===== config.mk =====
export PLATFORM = sky130hd
export DESIGN_NAME = move_commit
export DESIGN_NICKNAME = d
export VERILOG_FILES = /design/src/rtl/move_pkg.sv /design/src/rtl/bbox_tracker.sv /design/src/rtl/move_commit.sv
export SDC_FILE = /design/constraint.sdc
export NUM_CORES = 1
export LEC_CHECK = 0
export CAP_MARGIN = 30
export CORE_ASPECT_RATIO = 1.1
export CORE_MARGIN = 2
export CORE_UTILIZATION = 52
export CTS_BUF_LIST = sky130_fd_sc_hd__clkbuf_16
export CTS_CLUSTER_SIZE = 10
export DETAILED_ROUTE_END_ITERATION = 16
export GPL_TIMING_DRIVEN = 1
export PLACE_DENSITY_LB_ADDON = 0.2
export SETUP_SLACK_MARGIN = 0.2
export SYNTH_ARGS = -nofsm -noshare
export SYNTH_HDL_FRONTEND = slang
export SYNTH_SLANG_ARGS = --single-unit
export TNS_END_PERCENT = 5

===== constraint.sdc =====
create_clock -name i_clk -period 3.8 [get_ports i_clk]
set_input_delay 0.57 -clock i_clk [delete_from_list [all_inputs] [get_ports i_clk]]
set_output_delay 0.57 -clock i_clk [all_outputs]
set_load 0.03 [all_outputs]

===== src/rtl/move_pkg.sv =====
// rtl/move_pkg.sv - shared types, constants and SRAM address helper for move commit
package move_pkg;

   localparam int DEF_DEPTH   = 19;
   localparam int DEF_X_WIDTH = 10;
   localparam int DEF_Y_WIDTH = DEF_X_WIDTH;
   localparam int DEF_ADDR_W  = DEF_DEPTH + 3;

   localparam logic [3:0] TILE_EMPTY = 4'b0000;

   typedef enum logic [2:0] {
      IDLE = 3'd0,
      RD   = 3'd1,
      CHK  = 3'd2,
      EVAL = 3'd3,
      WR   = 3'd4,
      UPD  = 3'd5,
      DONE = 3'd6
   } state_t;

   // Board cell address: y in the upper bits, x in the lower bits.
   function automatic logic [DEF_ADDR_W-1:0] sram_addr_of(
      input logic [DEF_Y_WIDTH:0] y,
      input logic [DEF_X_WIDTH:0] x
   );
      return {y, x};
   endfunction

endpackage


===== src/rtl/bbox_tracker.sv =====
// rtl/bbox_tracker.sv - board bounding box; first enabled update seeds min and max
module bbox_tracker
   import move_pkg::*;
#(
   parameter int X_WIDTH = DEF_X_WIDTH,
   parameter int Y_WIDTH = DEF_Y_WIDTH
)(
   input  logic             i_clk,
   input  logic             i_rst_n,
   input  logic             i_en,
   input  logic             i_first,
   input  logic [X_WIDTH:0] i_x,
   input  logic [Y_WIDTH:0] i_y,
   output logic [X_WIDTH:0] o_min_x,
   output logic [X_WIDTH:0] o_max_x,
   output logic [Y_WIDTH:0] o_min_y,
   output logic [Y_WIDTH:0] o_max_y
);

   logic [X_WIDTH:0] r_min_x, r_max_x;
   logic [Y_WIDTH:0] r_min_y, r_max_y;

   always_ff @(posedge i_clk or negedge i_rst_n) begin
      if (!i_rst_n) begin
         r_min_x <= '0;
         r_max_x <= '0;
         r_min_y <= '0;
         r_max_y <= '0;
      end else if (i_en) begin
         if (i_first) begin
            r_min_x <= i_x;
            r_max_x <= i_x;
            r_min_y <= i_y;
            r_max_y <= i_y;
         end else begin
            if (i_x < r_min_x) r_min_x <= i_x;
            if (i_x > r_max_x) r_max_x <= i_x;
            if (i_y < r_min_y) r_min_y <= i_y;
            if (i_y > r_max_y) r_max_y <= i_y;
         end
      end
   end

   assign o_min_x = r_min_x;
   assign o_max_x = r_max_x;
   assign o_min_y = r_min_y;
   assign o_max_y = r_max_y;

endmodule


===== src/rtl/move_commit.sv =====
// rtl/move_commit.sv - checks target cell and tile, writes the board SRAM, tracks stats
module move_commit
   import move_pkg::*;
#(
   parameter int DEPTH   = DEF_DEPTH,
   parameter int X_WIDTH = DEF_X_WIDTH,
   parameter int Y_WIDTH = DEF_Y_WIDTH
)(
   input  logic             i_clk,
   input  logic             i_rst_n,
   input  logic             i_valid,
   input  logic [X_WIDTH:0] i_x,
   input  logic [Y_WIDTH:0] i_y,
   input  logic [3:0]       i_tile,
   input  logic [3:0]       i_sram_data,
   output logic [DEPTH+2:0] o_sram_addr,
   output logic [3:0]       o_sram_data,
   output logic             o_sram_we,
   output logic             o_busy,
   output logic             o_done,
   output logic             o_error,
   output logic [X_WIDTH:0] o_last_x,
   output logic [Y_WIDTH:0] o_last_y,
   output logic [X_WIDTH:0] o_min_x,
   output logic [X_WIDTH:0] o_max_x,
   output logic [Y_WIDTH:0] o_min_y,
   output logic [Y_WIDTH:0] o_max_y,
   output logic [15:0]      o_move_count
);

   state_t           r_state, w_next;
   logic [X_WIDTH:0] r_cx, r_last_x;
   logic [Y_WIDTH:0] r_cy, r_last_y;
   logic [3:0]       r_ctile, r_occ;
   logic             r_error;
   logic [15:0]      r_count;
   logic             w_reject, w_upd, w_first;

   assign w_reject = (r_occ != TILE_EMPTY) || (r_ctile == TILE_EMPTY);
   assign w_upd    = (r_state == UPD);
   assign w_first  = (r_count == 16'd0);

   always_ff @(posedge i_clk or negedge i_rst_n) begin
      if (!i_rst_n) r_state <= IDLE;
      else          r_state <= w_next;
   end

   always_comb begin
      w_next = r_state;
      case (r_state)
         IDLE:    if (i_valid) w_next = RD;
         RD:      w_next = CHK;
         CHK:     w_next = EVAL;
         EVAL:    w_next = w_reject ? DONE : WR;
         WR:      w_next = UPD;
         UPD:     w_next = DONE;
         DONE:    w_next = IDLE;
         default: w_next = IDLE;
      endcase
   end

   always_ff @(posedge i_clk or negedge i_rst_n) begin
      if (!i_rst_n) begin
         r_cx     <= '0;
         r_cy     <= '0;
         r_ctile  <= '0;
         r_occ    <= '0;
         r_error  <= 1'b0;
         r_count  <= '0;
         r_last_x <= '0;
         r_last_y <= '0;
      end else begin
         case (r_state)
            IDLE: if (i_valid) begin
               r_cx    <= i_x;
               r_cy    <= i_y;
               r_ctile <= i_tile;
               r_error <= 1'b0;
            end
            CHK:  r_occ <= i_sram_data;
            EVAL: if (w_reject) r_error <= 1'b1;
            UPD: begin
               r_last_x <= r_cx;
               r_last_y <= r_cy;
               if (r_count != 16'hFFFF) r_count <= r_count + 16'd1;
            end
            default: ;
         endcase
      end
   end

   bbox_tracker #(.X_WIDTH(X_WIDTH), .Y_WIDTH(Y_WIDTH)) u_bbox (
      .i_clk   (i_clk),
      .i_rst_n (i_rst_n),
      .i_en    (w_upd),
      .i_first (w_first),
      .i_x     (r_cx),
      .i_y     (r_cy),
      .o_min_x (o_min_x),
      .o_max_x (o_max_x),
      .o_min_y (o_min_y),
      .o_max_y (o_max_y)
   );

   // SRAM pins depend only on state and captured registers, never on i_*.
   assign o_sram_addr  = sram_addr_of(r_cy, r_cx);
   assign o_sram_we    = (r_state == WR);
   assign o_sram_data  = o_sram_we ? r_ctile : TILE_EMPTY;
   assign o_busy       = (r_state != IDLE);
   assign o_done       = (r_state == DONE);
   assign o_error      = r_error;
   assign o_last_x     = r_last_x;
   assign o_last_y     = r_last_y;
   assign o_move_count = r_count;

endmodule


; ---- Word level (Yosys, flattened, before mapping)
; Cells that the tools add are included.
[totals]
register_bits = 116
inputBits = 33
wordCells = 60
[classes]
n_addsub = 1
order_cmp = 4
eq_ne = 9
muxes = 15
n_reduce_logical = 18
[ops]
columns = operator, count
row1 = $mux W11, 8
row2 = $gt A11 B11 Y1, 2
row3 = $lt A11 B11 Y1, 2
row4 = $pmux W3 S6, 1
row5 = $add A16 B1 Y16 const B, 1
row6 = $logic_not A16 Y1, 1
row7 = $ne A16 B16 Y1 const B, 1
row8 = $reduce_and A2 Y1, 6
row9 = $reduce_bool A2 Y1, 5
row10 = $eq A3 B3 Y1 const B, 3
row11 = $eq A3 B2 Y1 const B, 2
row12 = $logic_not A4 Y1, 1
row13 = $mux W4, 1
row14 = $ne A2 B2 Y1 const B, 2
row15 = $reduce_bool A4 Y1, 1
row16 = $eq A3 B1 Y1 const B, 1
row17 = $logic_not A3 Y1, 1
row18 = $mux W3, 1
row19 = $reduce_and A3 Y1, 1
row20 = $reduce_bool A3 Y1, 1
row21 = $mux W1, 2
row22 = $mux W2, 1
row23 = $pmux W1 S2, 1
row24 = $logic_or A1 B1 Y1, 1

; ---- Longest topological paths before layout
[depth]
word_depth = 4
ltp_mapped = 8
depth_no_buf = 7

; ---- Hierarchy
; From an unflattened synthesis, not the netlist that was laid out.
[unflattened]
hier_cells = 581
hier_area_um2 = 6297.3
[modules_own_cells]
columns = module, n_inst, cells_each, area_each_um2, seq_area_each_um2
row1 = bbox_tracker, 1, 318, 3268.1, 1101.1
row2 = move_commit, 1, 263, 3029.2, 1801.7

; ---- Worst setup path after synthesis
; No wires, ideal clock.
[synth_timing]
path_kind = register to register
from = register u_bbox.r_max_x[8] (netlist: u_bbox.o_max_x[8])
to = register u_bbox.r_max_x[0] (netlist: u_bbox.o_max_x[0])
setup_ps = 116
arrival_ps = 2054
required_ps = 3684
path_slack_ps = 1630
stages_incl_launch_ff = 9
synth_period_minus_slack_ps = 2170
path_cell_list = dfrtp_1 -> inv_1 -> ha_1 -> a211oi_1 -> o21bai_1 -> nor4_1 -> clkbuf_1 -> nand3_1 -> o311ai_0
[synth_via]
elab_chain_len = 3
[synth_rtl]
columns = element, line_no
row1 = from (decl), bbox_tracker.sv:20  ; logic [X_WIDTH:0] r_min_x, r_max_x;
row2 = from (signal assigned), bbox_tracker.sv:32  ; r_max_x <= i_x;
row3 = from (signal assigned), bbox_tracker.sv:37  ; if (i_x > r_max_x) r_max_x <= i_x;
row4 = $gt A11 B11 Y1, bbox_tracker.sv:37
row5 = $reduce_bool A2 Y1 (no source line), n/a
row6 = $reduce_and A2 Y1 (no source line), n/a
; No other way between the ends.
; A chain may end at the register's enable or synchronous reset.

; ---- Worst setup path after layout
[layout_timing]
from = register r_state[1]
to = output o_sram_data[2]
[layout_via]
elab_chain_len = 2
[layout_rtl]
columns = element, line_no
row1 = from (decl), move_commit.sv:31  ; state_t r_state, w_next;
row2 = from (signal assigned), move_commit.sv:45  ; else r_state <= w_next;
row3 = $eq A3 B3 Y1, move_commit.sv:107  ; assign o_sram_we = (r_state == WR);
row4 = $mux W4, move_commit.sv:108  ; assign o_sram_data = o_sram_we ? r_ctile : TILE_EMPTY;
row5 = to (decl), move_commit.sv:17  ; output logic [3:0] o_sram_data,
; No other way between the ends.

==> results.json <==
{
  "outcome": "complete, no violations",
  "path_cells": "nor2_1 -> and3_1 -> clkdlybuf4s50_1",
  "nFillCells": 817,
  "synth_cells": 584,
  "place_area_sq_mm": 0.00772,
  "synth_fp_nets": 661,
  "netlist_area_sq_mm": 0.00615,
  "crit_fanout": 11,
  "cts_setup_buffers": 0,
  "irDropWorstVdd_mv": 0.625,
  "dp_slack_ns": 1.28,
  "area_delta_synth_final_pct": 34.1,
  "h-tree-depth": 4,
  "overflow": 0,
  "cts_buffers": 17,
  "drv_cap": 0,
  "critical_path_class": "reg -> out",
  "insertion_delay_ns": 0.41,
  "ys_async_sr_fraction_pct": 100,
  "min_period_over_period_pct": 72.4,
  "vias": 5186,
  "antenna_found_initial": 0,
  "first_iter_violations": 274,
  "p_leak_nw": 3.84,
  "path_clk_slew_ns": 0.05,
  "yosysSeqAreaShare_pct": 47.2,
  "synth-edff-count": 0,
  "io_buffers": 144,
  "cts_tree": "yes",
  "cp_slowest_stage_delay_ns": 0.67,
  "fin_util_pct": 71.7,
  "worst_pin_slew_ns": 0.968,
  "ios": 145,
  "clock_sinks": 116,
  "gp_congestion": 0.862,
  "drive_above_1_share_pct": 13.4,
  "fin_area_sq_mm": 0.00824,
  "syn_area_per_cell_sq_um": 10.5,
  "hp-class": "in -> async",
  "slew_viol_final": 0,
  "ys.warnings.count": 0,
  "ys_ff_latch": 116,
  "synth_top_area_share_pct": 47.2,
  "antenna_left": 0,
  "wl_met2_microns": 7900,
  "synth_area_leader_cell": "dfrtp_1",
  "fin_skew_ns": 0.00847,
  "yosysUniqueCellTypes": 43,
  "die-area_sq_mm": 0.0127,
  "ys_dominant_reg_cell": "dfrtp_1",
  "critPathRequiredTime_ns": 3.23,
  "die_h_microns": 118,
  "crit_arrival_ns": 2.18,
  "worstSetupStartpointType": "register",
  "top_layer": "met4",
  "drc": 0,
  "grt_max_degree": 73,
  "hold_viol": 0,
  "synth_area_leaders": "dfrtp_1, ha_1, mux2_2",
  "die_w_microns": 108,
  "critPathCaptureType": "output pin",
  "grt_pass1_wl_microns": 26400,
  "cts_hold_buf": 0,
  "final_cell_mix": "clkdlybuf4s50_1, dfrtp_1, nand2_1",
  "antenna_cells": 0,
  "first_pass_iters": 5,
  "crit_family": "buffers and inverters",
  "cts_root_buffer": "clkbuf_16",
  "grtUsageTotal_pct": 26.7,
  "tns_ns": 0,
  "slew_headroom_pct": 34.9,
  "max_clock_freq_mhz": 364,
  "rsz0062_at_grt": "false",
  "wl_met3_microns": 956,
  "power_density_mw_per_mm2": 864,
  "cp_num_buf_inv": 1,
  "setup_viol_count_final": 0,
  "clockBufferDepth": 2,
  "via_per_inst": 5.83,
  "drt-met1-wl_microns": 6720,
  "nNetsFinal": 805,
  "finalCriticalPeriod_ns": 2.75,
  "drt-total-wl_microns": 16100,
  "start_util_pct": 53.5,
  "avgRoutedWirePerCell_microns": 18.1,
  "cts_resized": 0,
  "grt_pass1_vias": 5340,
  "rows": 41,
  "mostFrequentLayoutCell": "clkdlybuf4s50_1",
  "crit_slowest_cell": "clkdlybuf4s50_1",
  "core_area_sq_mm": 0.0115,
  "dp_hpwl_microns": 11300,
  "final.setup.worst_slack_ns": 1.05
}
## where the power goes
part	internal, mW	switching, mW
logic	1.55	1.95
clock network	0.873	0.535
registers	1.68	0.526
## registers in the layout, summed over array words and instances, names as in the netlist
register	flops
o_move_count	16
o_last_x	11
o_last_y	11
r_cx	11
r_cy	11
u_bbox.o_max_x	11
u_bbox.o_max_y	11
u_bbox.o_min_x	11
u_bbox.o_min_y	11
r_ctile	4
r_occ	4
r_state	3
o_error	1
## layer usage
metal | GRT usage, % | vias to the layer above
met5 | 0 | -
met4 | 13.0 | 0
met3 | 6.87 | 46
met2 | 43.8 | 192
met1 | 32.4 | 2537
li1 | - | 2411
## through the flow
stage / hold slack (ns) / instances / power (mW)
final: 0.295 / 890 / 7.12
after global routing: 0.371 / 890 / 7.55
after floorplan: 0.274 / 584 / 4.37
after detailed placement: 0.463 / 859 / 5.69
after CTS: 0.325 / 890 / 7.15
after global placement: 0.461 / 859 / 5.55
## cell type report
type                            count  area, sq um  area share (%)
Multi-Input combinational cell    389         2920            35.4
Sequential cell                   116         2900            35.2
Timing Repair Buffer              156         1530            18.5
Clock buffer                       17          425            5.16
Tap cell                          150          188            2.28
Inverter                           48          180            2.19
Clock inverter                     14         97.6            1.18
## logic make-up after synthesis
kind of cell             count (synthesis)  share of synthesized area (%)
flip-flops                             116                           47.2
multiplexers                            52                           10.7
XOR/XNOR                                15                           2.14
adder cells (fa/ha/maj)                 44                           8.95
AND/OR/NAND/NOR                        170                           13.2
AO/OA/AOI/OAI                          108                           12.3
buffers and inverters                   79                           5.51
## cell usage after synthesis (all sizes together) (9+ instances only)
cell / n
o311ai: 22
clkbuf: 18
xnor2: 10
nand3: 35
a31oi: 22
nand2: 83
o21ai: 9
o22ai: 21
ha: 44
buf: 13
inv: 48
mux2: 50
nand4: 12
a21oi: 15
dfrtp: 116
## worst paths after layout
check | startpoint | cells past startpoint | slack, ns | endpoint
worst max-delay path | r_state[1] | 3 | 1.05 | o_sram_data[2]
worst min-delay path | i_rst_n | 1 | 0.29 | o_move_count[11]
worst max register to register | u_bbox.o_max_y[5] | 8 | 1.20 | u_bbox.o_max_y[5]
worst min register to register | o_last_x[6] | 2 | 0.47 | o_last_x[6]
max in group asynchronous | i_rst_n | 2 | 2.57 | u_bbox.o_max_y[3]
min in group i_clk | o_last_x[6] | 2 | 0.47 | o_last_x[6]
(Power assumes the default switching activity.)
